<file path="config.mk">
export PLATFORM = sky130hd
export DESIGN_NAME = dmem_responder
export DESIGN_NICKNAME = d
export VERILOG_FILES = /design/src/rtl/dmem_responder.sv
export SDC_FILE = /design/constraint.sdc
export NUM_CORES = 1
export LEC_CHECK = 0
export CAP_MARGIN = 30
export CORE_AREA = 2 2 169 171
export DETAILED_ROUTE_END_ITERATION = 16
export DIE_AREA = 0 0 171 173
export GPL_TIMING_DRIVEN = 0
export PLACE_DENSITY_LB_ADDON = 0.3
export SLEW_MARGIN = 20
export SYNTH_ARGS = -nofsm -noshare
export SYNTH_HDL_FRONTEND = slang
export SYNTH_SLANG_ARGS = --single-unit
</file>
<file path="constraint.sdc">
create_clock -name clock -period 2.4 [get_ports clock]
set_input_delay 0.48 -clock clock [delete_from_list [all_inputs] [get_ports clock]]
set_output_delay 0.48 -clock clock [all_outputs]
set_load 0.005 [all_outputs]
</file>
<file path="src/rtl/dmem_responder.sv">
// Fixed-latency data memory responder: accepts one load/store in IDLE and completes it LATENCY cycles later.
// Optional macro DMEM_ADDR_CHECK_EN adds out-of-range detection and the Error port.
module dmem_responder #(
  parameter int NBITS   = 8,
  parameter int DEPTH   = 32,
  parameter int LATENCY = 2
) (
  input  logic             clock,
  input  logic             reset,
  input  logic [NBITS-1:2] Address,
  input  logic [NBITS-1:0] WriteData,
  input  logic             MemWrite,
  input  logic             MemRead,
  output logic [NBITS-1:0] ReadData,
  output logic             Ready,
  output logic             Busy
`ifdef DMEM_ADDR_CHECK_EN
  ,
  output logic             Error
`endif
);

  localparam int AW = NBITS - 2;
  localparam int IDXW = (DEPTH > 1) ? $clog2(DEPTH) : 1;
  localparam logic [3:0] COUNT_INIT = 4'(LATENCY - 1);

  typedef enum logic [1:0] {IDLE, BUSY, RESP} state_t;

  state_t           state, nextState;
  logic [3:0]       count;
  logic [AW-1:0]    latchAddr;
  logic [NBITS-1:0] latchData;
  logic             latchWrite;
  logic [NBITS-1:0] mem [DEPTH];
  logic             accept, execute, inRange;
  logic [IDXW-1:0]  memIdx;

  assign accept  = (state == IDLE) && (MemRead || MemWrite);
  assign execute = (state == BUSY) && (count == 4'd0);
  assign memIdx  = latchAddr[IDXW-1:0];
  assign Ready   = (state == RESP);
  assign Busy    = (state != IDLE);

`ifdef DMEM_ADDR_CHECK_EN
  logic errFlag;
  assign inRange = 32'(latchAddr) < DEPTH;
  assign Error   = errFlag && (state == RESP);
`else
  // Without the check the address simply wraps onto the low index bits.
  logic unusedAddr;
  assign inRange    = 1'b1;
  assign unusedAddr = ^latchAddr;
`endif

  always_ff @(posedge clock) begin
    if (reset) state <= IDLE;
    else       state <= nextState;
  end

  always_comb begin
    nextState = state;
    case (state)
      IDLE:    if (accept) nextState = BUSY;
      BUSY:    if (count == 4'd0) nextState = RESP;
      RESP:    nextState = IDLE;
      default: nextState = IDLE;
    endcase
  end

  // Request latch, latency counter and memory array; the request is executed on the last BUSY edge.
  always_ff @(posedge clock) begin
    if (reset) begin
      count      <= 4'd0;
      latchAddr  <= '0;
      latchData  <= '0;
      latchWrite <= 1'b0;
      ReadData   <= '0;
`ifdef DMEM_ADDR_CHECK_EN
      errFlag    <= 1'b0;
`endif
      for (int i = 0; i < DEPTH; i++) mem[i] <= '0;
    end else begin
      if (accept) begin
        count      <= COUNT_INIT;
        latchAddr  <= Address;
        latchData  <= WriteData;
        latchWrite <= MemWrite;
      end else if ((state == BUSY) && (count != 4'd0)) begin
        count <= count - 4'd1;
      end
      if (execute) begin
`ifdef DMEM_ADDR_CHECK_EN
        errFlag <= !inRange;
`endif
        if (latchWrite) begin
          if (inRange) mem[memIdx] <= latchData;
        end else begin
          ReadData <= inRange ? mem[memIdx] : '0;
        end
      end
    end
  end

endmodule

</file>
==> reports/results.md <==
| Quantity | Value |
|:---|:---|
| Remaining antenna violation count | 0 |
| Area of the multi-input gates | 5142 sq um |
| Worst-skew pair later-pin latency | 550 ps |
| Top area cells in the synthesized netlist | edfxtp_1, and2_1, mux4_2 |
| Combinational share of power | 12.3% |
| Overall die area | 29580 sq um |
| CP Capture Point | ReadData[3]$_SDFFE_PP0P_ |
| Number of filler cells placed in the layout | 2238 |
| Leading post-synthesis cells by instance count | and2_1, edfxtp_1, mux2i_1, mux4_2, nand2_1 |
| Global-route wire length before repair | 56320 microns |
| Max-slew violation count | 0 |
| Net total in the final layout | 1069 |
| Iter 0 DRT Violations | 931 |
| Run status | finished clean |
| Count of synthesis-stage warnings from yosys | 0 |
| Required time of the critical path | 2820 ps |
| Flip-flop cell with the highest count after synthesis | edfxtp_1 |
| Final min period | 2347 ps |
| Crit-path cells | clkbuf_1 -> buf_2 -> nand4b_1 -> o22ai_1 -> nor4b_4 -> a31oi_1 |
| Die Ht | 173 microns |
| Post-Place Setup Slack | -598.4 ps |
| Flip-flop and latch area | 8248 sq um |
| Final Instance Count excl. Fillers | 1450 |
| Number of vias per cell | 5.905 |
| Static Leakage | 5.631 nW |
| Detailed Route WL | 37980 microns |
| Layout cells sized above 1 | 21.76% |
| Seq cells post-synth | 284 |
| Count of boundary I/O pins | 28 |
| Area leader, netlist | edfxtp_1 |
| Max stage delay cell, worst path | clkbuf_1 |
| Area Growth Syn to Fin | 14.98% |
| Slowest stage delay, CP | 470 ps |
| Switching power | 2.906 mW |
| Final weighted congestion in routability-driven placement | 0.9748 |
| WP data arrival | 2770 ps |
| Vias in the first global route | 8642 |
| Via count of the routed design | 8562 |
| Remaining design rule violation count | 0 |
| Standard-cell rows | 61 |
| Hold Path Class | in2reg |
| CTS tree | built |
| Type of the worst setup path | reg2reg |
| Clock tree sinks | 284 |
| Die X-Extent | 171 microns |
| Most instantiated library cell after synthesis | and2_1 |
| Post-layout power | 11.70 mW |
| CTS max path bufs | 3 |
| Top achievable clock speed | 426.1 MHz |
| Core Footprint | 27630 sq um |
| Element type at the critical path end | flip-flop |
| Power per cell area | 741.7 nW/um^2 |
| Number of distinct standard cells referenced by the synthesized netlist | 61 |
| Mean cell area of the mapped netlist | 14.32 sq um |
| GRT overflow | 0 |
| Count of endpoints failing hold in the final timing report | 0 |
| Headroom to the max-slew limit | 43.18% |
| Sequential power share | 48.6% |
| Clock transition at path regs | 60 ps |
| Setup-violating endpoint count in the final report | 0 |
| Total instance count after detailed placement | 1362 |
| Clock Power Share | 39.1% |
| Worst setup slack after layout | 53.36 ps |
| Number of maximum-capacitance constraint violations | 0 |
| Maximum number of pins on one net before global-route repair | 15 |
| Synthesized Nets | 977 |
| RR Endpoint | ReadData[3]$_SDFFE_PP0P_ |
| Port Buf Inserts | 26 |
| H-tree level count | 1 |
| Kind of start point of the critical path | flip-flop |
| Clock tree skew after final layout | 20.76 ps |
| Half-perimeter wire length after detailed placement | 26480 microns |
| TritonCTS Buffers | 28 |
| Internal Dissipation | 8.798 mW |
| Fraction of post-synthesis cell area in the top cell type by area | 56.02% |
| Worst R2R Path Depth | 6 |
| Average wire per cell in the routed design | 26.19 microns |
| Starting Density | 49.67% |
| Initial antenna violation count | 1 |
| Number of standard cells after synthesis | 958 |
| Combined area of all synthesized cells | 13720 sq um |
| Maximum fanout along the worst path | 10 |
| Clock Root Buffer | clkbuf_16 |
| EDFF count, synth | 256 |
| Startpoint of the worst setup timing path | latchAddr[3]$_SDFFE_PP0P_ |
| Length of the first detailed-routing pass in iterations | 7 |
| Worst supply voltage drop on vdd | 0.0005581 V |
| Worst-margin pin slew | 847.7 ps |
| Switching share of power | 24.83% |
| Sequential share of the synthesized area | 60.10% |
| Reg-to-Reg Start | latchAddr[3]$_SDFFE_PP0P_ |
| FFs w/ async S/R, synth | 0% |
| Fin crit share | 97.78% |
| R2R Setup Slk | 50 ps |
| Overall routing resource usage | 26.21% |
-- state kept, by name (all words and copies together), names as in the netlist --
name	cells
mem	256
count	4
latchWrite	1
latchAddr	5
latchData	8
ReadData	8
state	2
-- timing repair --
action                     CTS  global route
pin swaps                   29             5
gates resized for setup     13            12
hold buffers                 0             0
setup endpoints to repair  261           263
setup buffers               28             8
-- layout by cell type, fill, tap and decap left out, types with 8 or more instances in the layout --
master and instances:
buf_2 9, a22oi_1 8, dfxtp_1 28, a21oi_1 15, buf_6 9, mux2i_1 44
buf_4 49, nor2_1 10, clkdlybuf4s50_1 26, clkbuf_16 29, nand2_1 39, nor4_4 32
clkbuf_1 42, o22ai_1 15, edfxtp_1 256, and2_1 259, mux4_2 39, or2_2 30
-- power groups by stage --
| stage | registers [mW] | logic, mW | clock network, mW |
|---|---|---|---|
| 2_1_floorplan | 5.73 | 0.873 | 0 |
| 3_3_place_gp | 5.78 | 1.37 | 0 |
| 3_5_place_dp | 5.79 | 1.38 | 0 |
| 4_1_cts | 5.68 | 1.40 | 4.59 |
| 5_1_grt | 5.70 | 1.51 | 4.77 |
| 6_report | 5.69 | 1.44 | 4.58 |
-- worst min path at each step --
stage	startpoint	cells past startpoint	slack, ps	end
6_report	WriteData[1]	3	490	latchData[1]$_SDFFE_PP0P_
5_1_grt	WriteData[2]	3	480	latchData[2]$_SDFFE_PP0P_
4_1_cts	WriteData[2]	3	480	latchData[2]$_SDFFE_PP0P_
3_5_place_dp	ReadData[2]$_SDFFE_PP0P_	2	510	ReadData[2]$_SDFFE_PP0P_
3_3_place_gp	ReadData[2]$_SDFFE_PP0P_	2	510	ReadData[2]$_SDFFE_PP0P_
2_1_floorplan	latchData[0]$_SDFFE_PP0P_	2	470	latchData[0]$_SDFFE_PP0P_
-- final cells by class --
class                   count  area share (%)
flip-flops and latches    284           52.27
multi-input cells         597           32.59
clock buffers              36           4.766
repair buffers             62           3.362
well taps                 378           2.997
plain buffers              71           2.617
clock inverters            15           1.237
inverters                   6          0.1427
diodes                      1         0.01586
-- metal layers --
layer  global-route usage, %  share of wire (%)
met5                       0                  0
met3                   5.608                9.0
met2                   39.67                 45
met4                   10.45                4.7
met1                   37.08                 41
-- per-stage QoR --
stage / setup TNS [ps] / hold WS (ps) / area, sq um / util [%]
after global routing: -362.1 / 482.6 / 15780 / 57.10
after detailed placement: -150070 / 511.7 / 14460 / 52.34
after global placement: -143270 / 511.7 / 14460 / 52.32
final: 0 / 487.5 / 15780 / 57.11
after CTS: 0 / 477.3 / 15680 / 56.74
after floorplan: 0 / 474.5 / 13720 / -
-- worst max-delay path: cells and delay by family (launching register included) --
kind,cells,cell delay (ps)
flip-flops,1,390
AO/OA/AOI/OAI,2,280
buffers and inverters,2,880
AND/OR/NAND/NOR,2,670
-- logic make-up after synthesis --
kind of cell,Yosys count,share of synthesized area (%)
buffers and inverters,77,2.963
AO/OA/AOI/OAI,79,4.158
adder cells (fa/ha/maj),1,0.09116
flip-flops,284,60.10
AND/OR/NAND/NOR,424,22.31
XOR/XNOR,3,0.1915
multiplexers,90,10.18
Note: power is estimated with default switching activity, not from simulation.
